<file path="src/rtl/mem_arb_pkg.sv">
// Shared types and constants for the fetch/data memory arbiter.
package mem_arb_pkg;

  localparam int STARVE_LIMIT_DEFAULT = 4;

  typedef enum logic [1:0] {
    OWN_NONE = 2'd0,
    OWN_IF   = 2'd1,
    OWN_D    = 2'd2
  } owner_e;

  // Counter width able to hold 0..limit; never narrower than one bit.
  function automatic int cnt_width(input int limit);
    return (limit < 1) ? 1 : $clog2(limit + 1);
  endfunction

endpackage

</file>
<file path="src/rtl/mem_arb_prio.sv">
// Grant selection between fetch and data with a starvation counter that
// forces a fetch grant after STARVE_LIMIT consecutive data wins.
module mem_arb_prio
  import mem_arb_pkg::*;
#(
  parameter int STARVE_LIMIT = STARVE_LIMIT_DEFAULT
) (
  input  logic i_clk,
  input  logic i_rst_n,
  input  logic i_if_req,
  input  logic i_d_req,
  output logic o_if_gnt,
  output logic o_d_gnt
);

  localparam int CW = cnt_width(STARVE_LIMIT);
  localparam logic [CW-1:0] LIMIT = CW'(STARVE_LIMIT);

  logic [CW-1:0] cnt_q, cnt_d;
  logic          starved;

  // NOTE: every signal driven here gets a default first, so no path can
  // leave one unassigned and infer a latch.
  always_comb begin
    starved  = (cnt_q == LIMIT);
    o_if_gnt = 1'b0;
    o_d_gnt  = 1'b0;
    cnt_d    = cnt_q;

    // Grants are gated by reset so the whole command path reads zero
    // while reset is held, without waiting for a clock edge.
    if (i_rst_n) begin
      o_if_gnt = i_if_req && (!i_d_req || starved);
      o_d_gnt  = i_d_req && !o_if_gnt;
    end

    if (o_if_gnt || !i_if_req) begin
      cnt_d = '0;
    end else if (!starved) begin
      cnt_d = cnt_q + 1'b1;
    end
  end

  // NOTE: registered state uses non-blocking assignments so every flop
  // samples the pre-edge value of its inputs.
  always_ff @(posedge i_clk or negedge i_rst_n) begin
    if (!i_rst_n) begin
      cnt_q <= '0;
    end else begin
      cnt_q <= cnt_d;
    end
  end

endmodule

</file>
<file path="src/rtl/mem_arbiter.sv">
// Shares one single-port synchronous memory between instruction fetch and
// data access; routes the 1-cycle read response back to whoever issued it.
module mem_arbiter
  import mem_arb_pkg::*;
#(
  parameter int STARVE_LIMIT = STARVE_LIMIT_DEFAULT
) (
  input  logic        i_clk,
  input  logic        i_rst_n,

  input  logic        i_if_req,
  input  logic [31:0] i_if_addr,
  input  logic        i_if_flush,
  output logic        o_if_gnt,
  output logic        o_if_rvalid,
  output logic [31:0] o_if_rdata,

  input  logic        i_d_req,
  input  logic        i_d_wen,
  input  logic [31:0] i_d_addr,
  input  logic [31:0] i_d_wdata,
  input  logic [3:0]  i_d_mask,
  output logic        o_d_gnt,
  output logic        o_d_rvalid,
  output logic [31:0] o_d_rdata,

  output logic [31:0] o_mem_addr,
  output logic        o_mem_ren,
  output logic        o_mem_wen,
  output logic [31:0] o_mem_wdata,
  output logic [3:0]  o_mem_mask,
  input  logic [31:0] i_mem_rdata
);

  logic   if_gnt, d_gnt;
  owner_e owner_q, owner_d;

  mem_arb_prio #(
    .STARVE_LIMIT(STARVE_LIMIT)
  ) u_prio (
    .i_clk   (i_clk),
    .i_rst_n (i_rst_n),
    .i_if_req(i_if_req),
    .i_d_req (i_d_req),
    .o_if_gnt(if_gnt),
    .o_d_gnt (d_gnt)
  );

  assign o_if_gnt = if_gnt;
  assign o_d_gnt  = d_gnt;

  always_comb begin
    o_mem_addr  = '0;
    o_mem_ren   = 1'b0;
    o_mem_wen   = 1'b0;
    o_mem_wdata = '0;
    o_mem_mask  = '0;

    if (if_gnt) begin
      o_mem_addr = i_if_addr;
      o_mem_ren  = 1'b1;
      o_mem_mask = 4'b1111;
    end else if (d_gnt) begin
      o_mem_addr = i_d_addr;
      if (i_d_wen) begin
        o_mem_wen   = 1'b1;
        o_mem_wdata = i_d_wdata;
        o_mem_mask  = i_d_mask;
      end else begin
        o_mem_ren  = 1'b1;
        o_mem_mask = 4'b1111;
      end
    end
  end

  // A fetch granted during a flush is a stale redirect target: drop it.
  always_comb begin
    owner_d = OWN_NONE;
    if (if_gnt && !i_if_flush) begin
      owner_d = OWN_IF;
    end else if (d_gnt && !i_d_wen) begin
      owner_d = OWN_D;
    end
  end

  always_ff @(posedge i_clk or negedge i_rst_n) begin
    if (!i_rst_n) begin
      owner_q <= OWN_NONE;
    end else begin
      owner_q <= owner_d;
    end
  end

  assign o_if_rvalid = (owner_q == OWN_IF) && !i_if_flush;
  assign o_d_rvalid  = (owner_q == OWN_D);
  assign o_if_rdata  = o_if_rvalid ? i_mem_rdata : '0;
  assign o_d_rdata   = o_d_rvalid  ? i_mem_rdata : '0;

endmodule

</file>
<file path="config.mk">
export PLATFORM = sky130hd
export DESIGN_NAME = mem_arbiter
export DESIGN_NICKNAME = d
export VERILOG_FILES = /design/src/rtl/mem_arb_pkg.sv /design/src/rtl/mem_arb_prio.sv /design/src/rtl/mem_arbiter.sv
export SDC_FILE = /design/constraint.sdc
export NUM_CORES = 1
export LEC_CHECK = 0
export CORE_AREA = 2 2 107 109
export DETAILED_ROUTE_END_ITERATION = 6
export DIE_AREA = 0 0 109 111
export PLACE_DENSITY = 0.6
export SETUP_SLACK_MARGIN = 0.05
export SYNTH_ARGS = -nofsm -noshare
export SYNTH_HDL_FRONTEND = slang
export SYNTH_SLANG_ARGS = --single-unit
export TNS_END_PERCENT = 100
</file>
<file path="constraint.sdc">
create_clock -name i_clk -period 1.9 [get_ports i_clk]
set_input_delay 0.475 -clock i_clk [delete_from_list [all_inputs] [get_ports i_clk]]
set_output_delay 0.475 -clock i_clk [all_outputs]
set_load 0.01 [all_outputs]
</file>
# ---- Word level (Yosys, flattened, before mapping)
# Cells that the tools add are included.
dict set report totals {
  elab_cells 41
  input_bits 138
  regBits 5
}
dict set report op_classes {
  n_addsub 1
  n_reduce_logical 12
  eq_ne 4
  muxes 22
}
# cell count
set op_table {}
lappend op_table {{$mux W32} 7}
lappend op_table {{$mux W4} 3}
lappend op_table {{$mux W1} 8}
lappend op_table {{$mux W3} 2}
lappend op_table {{$logic_and A1 B1 Y1} 5}
lappend op_table {{$logic_not A1 Y1} 5}
lappend op_table {{$mux W2} 2}
lappend op_table {{$add A3 B1 Y3 const B} 1}
lappend op_table {{$eq A3 B3 Y1 const B} 1}
lappend op_table {{$eq A2 B1 Y1 const B} 1}
lappend op_table {{$eq A2 B2 Y1 const B} 1}
lappend op_table {{$logic_or A1 B1 Y1} 2}
lappend op_table {{$ne A2 B2 Y1 const B} 1}

# ---- Depth between registers and ports, before layout
# Gate-level depths: netlist (run 1).
dict set report depth {
  ltp_word 9
  ltp_mapped 7
  ltp_nobuf 6
}

# ---- Modules after synthesis
# A second synthesis (run 1) with hierarchy kept.
dict set report hier_totals {
  hier_cells 193
  area_unflattened_um2 1383.8
}
# module instances seq_area_each_um2 cells_each area_each_um2
set by_module_without_submodules {}
lappend by_module_without_submodules {mem_arbiter 1 50.0 169 1183.6}
lappend by_module_without_submodules {mem_arb_prio 1 75.1 24 200.2}

# ---- Least setup slack after synthesis (run 1)
# Ideal clock, no wire load.
dict set report synth_path {
  path_type {register to output}
  start {register u_prio.cnt_q[0]}
  end {output port o_mem_addr[17]}
  path_buffers 1
  stages_incl_launch_ff 8
  t_required_ps 1425
  slack_ps 57
  t_arrival_ps 1368
  cell_sequence {dfrtp_1 > inv_1 > ha_1 > nand2_2 > a21o_4 > clkinv_8 > buf_12 > a22o_1}
}
dict set report synth_via {
  word_cells_on_any_way 9
}
# item line_no
set synth_lines {}
lappend synth_lines {{from (decl)} mem_arb_prio.sv:19} ;# logic [CW-1:0] cnt_q, cnt_d;
lappend synth_lines {{from (signal assigned)} mem_arb_prio.sv:50} ;# cnt_q <= cnt_d;
lappend synth_lines {{$eq A3 B3 Y1} mem_arb_prio.sv:25} ;# starved = (cnt_q == LIMIT);
lappend synth_lines {{$logic_or A1 B1 Y1} mem_arb_prio.sv:33} ;# o_if_gnt = i_if_req && (!i_d_req || starved);
lappend synth_lines {{$logic_and A1 B1 Y1} mem_arb_prio.sv:33}
lappend synth_lines {{$mux W1} mem_arb_prio.sv:32} ;# if (i_rst_n) begin
lappend synth_lines {{named net o_if_gnt} mem_arbiter.sv:14} ;# output logic o_if_gnt,
lappend synth_lines {{$mux W32} mem_arbiter.sv:59} ;# if (if_gnt) begin
lappend synth_lines {{to (decl)} mem_arbiter.sv:27} ;# output logic [31:0] o_mem_addr,
# The timed path passes the listed nets, and every way through them passes these cells.

# ---- Final worst setup path (run 1)
dict set report layout_path {
  start {register u_prio.cnt_q[1]}
  end {output port o_mem_addr[4]}
}
dict set report layout_via {
  elab_chain_cells 8
  word_cells_on_any_way 9
}
# item line_no
set layout_rtl {}
lappend layout_rtl {{$eq A3 B3 Y1 *} mem_arb_prio.sv:25}
lappend layout_rtl {{$logic_or A1 B1 Y1 *} mem_arb_prio.sv:33}
lappend layout_rtl {{$logic_and A1 B1 Y1 *} mem_arb_prio.sv:33}
lappend layout_rtl {{$logic_not A1 Y1} mem_arb_prio.sv:34} ;# o_d_gnt = i_d_req && !o_if_gnt;
lappend layout_rtl {{$logic_and A1 B1 Y1} mem_arb_prio.sv:34}
lappend layout_rtl {{$mux W1} mem_arb_prio.sv:32}
lappend layout_rtl {{$mux W32} mem_arbiter.sv:63} ;# end else if (d_gnt) begin
lappend layout_rtl {{$mux W32 *} mem_arbiter.sv:59}
# Every way passes the cells marked *; elsewhere a longest branch is shown, timed or not.

==> results of run 1 <==
==> registers in the layout, summed over array words and instances (netlist names) <==
name,flops
u_prio.cnt_q,3
owner_q,2
==> synthesized netlist by cell type <==
| cell | count |
|---|---|
| nor3_1 | 1 |
| dfrtp_1 | 5 |
| nand3_1 | 1 |
| nand3_2 | 1 |
| inv_2 | 1 |
| clkbuf_1 | 4 |
| a21o_4 | 1 |
| a211oi_1 | 2 |
| nor3b_2 | 1 |
| buf_6 | 6 |
| inv_1 | 3 |
| nand2_2 | 2 |
| o21ai_0 | 6 |
| nor2b_1 | 6 |
| and4_4 | 1 |
| or3_1 | 1 |
| nor2_1 | 2 |
| o21a_1 | 1 |
| ha_1 | 2 |
| buf_2 | 2 |
| buf_12 | 3 |
| a21boi_1 | 1 |
| and2_1 | 96 |
| mux2_2 | 1 |
| a22o_1 | 32 |
| clkinv_8 | 1 |
| o211ai_1 | 1 |
==> per-stage QoR <==
stage                     instance area, sq um  power (mW)
final                                     5260        1.34
after global routing                      5260        1.41
after CTS                                 4730        1.25
after detailed placement                  4360       0.846
after global placement                    4360       0.843
after floorplan                           1420       0.327
==> cells by family (layout without fill, tap and decap cells) <==
group,count (synthesis),count (layout),share of synthesized area (%)
compound gates,44,44,25.6
fa+ha+maj,2,2,1.77
buf+inv,20,348,13.0
flops,5,5,8.83
mux,1,1,0.795
simple gates,112,116,50.0
==> per-layer routing <==
metal	global-route usage (%)	part of all wire, %	up-vias	wire length, um
met5	0	0	-	0
met3	3.70	9.3	15	984
met1	15.0	35	1249	3670
li1	-	-	1312	-
met4	4.62	1.7	0	180
met2	29.9	54	169	5770
==> power by group <==
group          internal (mW)  switching [mW]
Sequential             0.113         0.00508
Clock                  0.278          0.0680
Combinational          0.575           0.301
==> worst max-delay path by stage <==
stage | startpoint | endpoint | slack, ns | depth (start not counted)
2_1_floorplan | u_prio.cnt_q[0] | o_mem_addr[17] | 0.06 | 7
3_3_place_gp | i_if_req | o_mem_addr[21] | -0.81 | 7
6_report | u_prio.cnt_q[1] | o_mem_addr[4] | -0.27 | 8
3_5_place_dp | i_rst_n | o_mem_wdata[26] | -0.85 | 4
4_1_cts | u_prio.cnt_q[0] | o_mem_addr[19] | -0.27 | 8
5_1_grt | u_prio.cnt_q[1] | o_mem_addr[21] | -0.35 | 8
==> area by class of cell <==
cell class / count / area (sq um)
fill: 1091 / 5820
timing repair buffer: 336 / 3360
multi-input combinational: 163 / 1420
tap: 143 / 179
sequential: 5 / 125
clock buffer: 4 / 78.8
timing repair inverter: 3 / 48.8
inverter: 5 / 38.8
==> repair_timing <==
action	in CTS	in global routing
buffers inserted	22	14
gates resized for setup	598	192
gates cloned	12	7
hold buffers	0	0
endpoints found under the setup margin	138	137
pin swaps	65	37
==> summary.txt, run 1 <==
STA
  – Setup violators final: about 100
  – Clock skew: 0.00168 ns
  – Fin crit period: about 2.2 ns
  – Unrepaired setup endpoints after global routing: yes
  – Hold_ws: 0.450 ns
  – Slew Limit Fails: 0
  – Tightest Pin Transition: ~0.29 ns
  – Max Clock Freq: about 460 MHz
  – Relative max-transition margin: roughly four fifths
  – Final hold vios: 0
  – Setup TNS: -16.11 ns
  – Worst Slack Setup Final: -0.268 ns
  – Final period utilization: 114%

Route
  – Wire length per cell: about 16 um
  – Detailed-route wire length: about 11000 um
  – Via density: ~4.2
  – Via count: 2745
  – DRT antenna net count: 0
  – Drt drc: 0
  – DRT Pass-1 Iters: 4
  – Number of DRC markers in iteration 0: 110

Clocking
  – Root Driver: clkbuf_16
  – CTS tree: yes
  – H-tree depth: 1
  – Clk slew on worst S/H paths: ~0.03 ns
  – Clk Latency, worst-skew pair: 0.23 ns
  – CTS buffer count: 3
  – Sink Count: 5
  – Max Root-Sink Buffers: 2

Finish
  – Leading cell types in the layout, fill and taps excluded: 132 x clkdlybuf4s50_1, 107 x buf_6, 83 x and2_4, 42 x buf_2, 32 x a22o_1
  – Most common cell after layout, fill and taps aside: clkdlybuf4s50_1
  – Share of layout cells above drive strength 1: roughly 60%
  – Layout Nets: around 660
  – Post-layout util: between 40% and 50%
  – Syn-to-layout area delta: 271%
  – Antenna diodes: 0
  – Fin cells: 659

Global routing
  – GRT Util Overall: between 10% and 20%
  – Pin count of the biggest net entering global routing: 34
  – Total grt overflow: 0
  – First-pass GRT wire length: roughly 14000 um
  – Vias in the first global route: 2760
  – Antenna violations before repair: 0

Worst setup path
  – CP peak stage delay: between 0.3 and 0.4 ns
  – Buffers & Inverters on Critical Path: 4
  – Critical path fanouts, max: 6
  – Reg2Reg Depth: 6
  – Critical path class: flop to primary output
  – CP Launch Type: flop
  – Worst r2r dst: u_prio.cnt_q[2]
  – R2r setup slk: 0.39 ns
  – CP max stage cell: dfrtp_1
  – Critical Path RT: between 1 and 1.5 ns
  – Crit path DAT: approximately 1.7 ns
  – CP top delay family: buffers and inverters
  – CP endpoint kind: primary output
  – Most used cell, CP: nand3_4
  – Reg2Reg Launch Point: u_prio.cnt_q[1]
  – CP cell instances: inv_2 > ha_4 > nand3_4 > nand3_4 > inv_8 > clkbuf_16 > a22o_1 > buf_6

Floorplanning
  – Starting Density: 12.8%
  – Die Ht: 111 um
  – Chip width: 109 um
  – Top Ports: between 200 and 300
  – Rows: 39
  – Die area: roughly 0.012 sq mm
  – Core Region: ~0.011 sq mm

Placement
  – Pre-CTS WS: -0.850 ns
  – Port bufs: approximately 280
  – Placer Congestion: 0.764
  – Dpl cells: slightly above 600
  – Detailed placement HPWL: 6680 um

Logic synthesis
  – Synthesized area: between 0.001 and 0.0015 sq mm
  – Cell taking the most area after synthesis: and2_1
  – #FFs+latches synth: 5
  – Seq/Total Area, Yosys: approximately 8.8%
  – Synth Warn #: 0
  – Cells after Synth: 184
  – Synth unique cells: 27
  – Mean Syn Cell Area: about 7.7 sq um
  – Synth top area cells: and2_1 42%, a22o_1 20%, dfrtp_1 8.8%, buf_6 4.8%, buf_12 4.2%
  – Synthesized Nets: between 300 and 400
  – Area share of the largest cell type after synthesis: roughly 42%

Outcome
  – Failing checks: setup timing
  – Status: finished, violations left

Run
  – Max-Cap Viols: 0

Pwr
  – Leak: between 2 and 3 nW
  – Worst IR drop on VDD: ~0.23 mV
  – Pwr/cell area: about 250 mW/mm^2

Min path
  – Worst Hold Class: input pin to asynchronous set/reset pin
Note: power is estimated with default switching activity, not from simulation.
==> run 2, diff against run 1 <==
MAX_ROUTING_LAYER = met4   (was default)
==> run 2 against run 1 <==
  * Critical path depth unchanged
  * Total power grew 0.14%
  * Final cell count is the same
  * Sequential share of layout area is the same
  * Fmax fell by 0.18%
  * Die area unchanged
  * Sequential power hardly changed
  * The flow still finishes with violations (setup timing)
  * Routed wire length is 0.17% higher
  * First-iteration DRC count fell by 25%
==> summary.txt, run 2 (same netlist as run 1, synthesis figures left out) <==
Pwr
  – Clk network pwr share: 25.8% (about the same)
  – Sequential share of power: 8.8% (about the same)
  – Leak: 2.52 nW (unchanged)
  – Power Total: 1.34 mW (+0.14%)
  – P_sw: 376 uW (+0.48%)
  – P_int: 966 uW (about the same)
  – Sw frac: 28.0% (+0.094 points)
  – Pwr/cell area: 255 mW/mm^2 (+0.14%)
  – Combinational power share: 65.4% (about the same)
  – Worst IR drop on VDD: 0.232 mV (+0.50%)

STA
  – Worst Slack Setup Final: -0.272 ns (-0.00401 ns)
  – Hold_ws: 0.451 ns (+0.000619 ns)
  – Final hold vios: 0 (unchanged)
  – Slew Limit Fails: 0 (unchanged)
  – Tightest Pin Transition: 0.300 ns (+0.00936 ns)
  – Final period utilization: 114% (+0.21 points)
  – Clock skew: 0.00173 ns (+0.0000446 ns)
  – Relative max-transition margin: 80.0% (-0.62 points)
  – Fin crit period: 2.17 ns (+0.00401 ns)
  – Unrepaired setup endpoints after global routing: yes
  – Max Clock Freq: 460 MHz (-0.18%)
  – Setup violators final: 102 (unchanged)
  – Setup TNS: -16.46 ns (-0.351 ns)

Clocking
  – H-tree depth: 1 (unchanged)
  – CTS tree: yes
  – Hold buffers post-CTS: 0 (unchanged)
  – CTS buffer count: 3 (unchanged)
  – Max Root-Sink Buffers: 2 (unchanged)
  – Clk Latency, worst-skew pair: 0.23 ns (about the same)
  – Root Driver: clkbuf_16
  – Clk slew on worst S/H paths: 0.03 ns (about the same)
  – Sink Count: 5 (unchanged)

Worst setup path
  – Most used cell, CP: nand3_4
  – CP top delay family: buffers and inverters
  – Buffers & Inverters on Critical Path: 4 (unchanged)
  – Crit path DAT: 1.70 ns (about the same)
  – Critical path fanouts, max: 6 (unchanged)
  – CP Launch Type: flop
  – Critical path class: flop to primary output
  – CP endpoint kind: primary output
  – CP peak stage delay: 0.38 ns (about the same)
  – CP cell instances: inv_2 > ha_4 > nand3_4 > nand3_4 > inv_8 > clkbuf_16 > a22o_1 > buf_6
  – CP max stage cell: dfrtp_1
  – R2r setup slk: 0.39 ns (about the same)
  – Critical Path RT: 1.42 ns (about the same)

Finish
  – Syn-to-layout area delta: 271% (unchanged)
  – Most common cell after layout, fill and taps aside: clkdlybuf4s50_1
  – Antenna diodes: 0 (unchanged)
  – Fin cells: 659 (unchanged)
  – Cell area after layout: 0.00526 sq mm (unchanged)
  – Layout Nets: 657 (unchanged)
  – Register name with the most flops: u_prio.cnt_q
  – Share of layout cells above drive strength 1: 60.5% (unchanged)
  – Largest register FFs: 3 (unchanged)
  – Top flop regs: u_prio.cnt_q: 3 flops, owner_q: 2 flops
  – Post-layout util: 47.5% (unchanged)
  – Leading cell types in the layout, fill and taps excluded: 132 x clkdlybuf4s50_1, 107 x buf_6, 83 x and2_4, 42 x buf_2, 32 x a22o_1

Route
  – Wire length per cell: 16.1 um (+0.17%)
  – Detailed-route wire length: 10600 um (+0.17%)
  – Number of DRC markers in iteration 0: 82 (-25%)
  – Via density: 4.17 (unchanged)
  – Via count: 2745 (unchanged)
  – DRT antenna net count: 0 (unchanged)
  – DRT Pass-1 Iters: 4 (unchanged)
  – Drt drc: 0 (unchanged)

Floorplanning
  – Starting Density: 12.8% (unchanged)
  – Rows: 39 (unchanged)
  – Die area: 0.0121 sq mm (unchanged)
  – Chip width: 109 um (unchanged)
  – Die Ht: 111 um (unchanged)
  – Core Region: 0.0111 sq mm (unchanged)
  – Top Ports: 276 (unchanged)

Global routing
  – GRT Util Overall: 15.5% (+0.38 points)
  – First-pass GRT wire length: 14400 um (-0.29%)
  – Antenna violations before repair: 0 (unchanged)
  – Vias in the first global route: 2772 (+0.43%)
  – Total grt overflow: 0 (unchanged)
  – Pin count of the biggest net entering global routing: 34 (unchanged)

Placement
  – Port bufs: 275 (unchanged)
  – Pre-CTS WS: -0.850 ns (unchanged)
  – Dpl cell area: 0.00436 sq mm (unchanged)
  – Detailed placement HPWL: 6680 um (unchanged)
  – Placer Congestion: 0.774 (+1.3%)
  – Dpl cells: 604 (unchanged)

Outcome
  – Status: finished, violations left
  – Failing checks: setup timing

Min path
  – Worst Hold Class: input pin to asynchronous set/reset pin

Run
  – Max-Cap Viols: 0 (unchanged)
[run 2: per-layer routing]
layer / share of wire, % / global-route usage, % / vias up
li1: - / - / 1309
met1: 36 / 15.5 / 1257
met2: 54 / 29.9 / 165
met3: 8.1 / 2.65 / 14
met4: 1.7 / 4.62 / 0
met5: 0 / - / -
[run 2: worst paths after layout]
path	startpoint	end	depth (start not counted)
worst max-delay path	u_prio.cnt_q[1]	o_mem_addr[4]	8
worst min register to register	u_prio.cnt_q[0]	u_prio.cnt_q[0]	3
min in group i_clk	i_if_flush	owner_q[0]	3
worst min-delay path	i_rst_n	owner_q[0]	2
worst max register to register	u_prio.cnt_q[1]	u_prio.cnt_q[2]	6
max in group asynchronous	i_rst_n	u_prio.cnt_q[2]	2
[run 2: what timing repair did]
action | in CTS | in global routing
setup buffers | 22 | 14
setup endpoints to repair | 138 | 137
gates cloned | 12 | 7
resized for setup | 598 | 192
pin swaps | 65 | 37
[run 2: final cells by class]
cell class | instances | area, sq um
Timing Repair Buffer | 336 | 3360
Fill cell | 1093 | 5820
Clock buffer | 4 | 78.8
Tap cell | 143 | 179
Inverter | 5 | 38.8
Multi-Input combinational cell | 163 | 1420
Timing Repair inverter | 3 | 48.8
Sequential cell | 5 | 125
[run 2: power by group through the flow]
stage	clock, mW	sequential, mW	combinational (mW)
2_1_floorplan	0	0.117	0.210
3_3_place_gp	0	0.117	0.726
3_5_place_dp	0	0.117	0.729
4_1_cts	0.350	0.118	0.780
5_1_grt	0.361	0.119	0.930
6_report	0.347	0.118	0.878
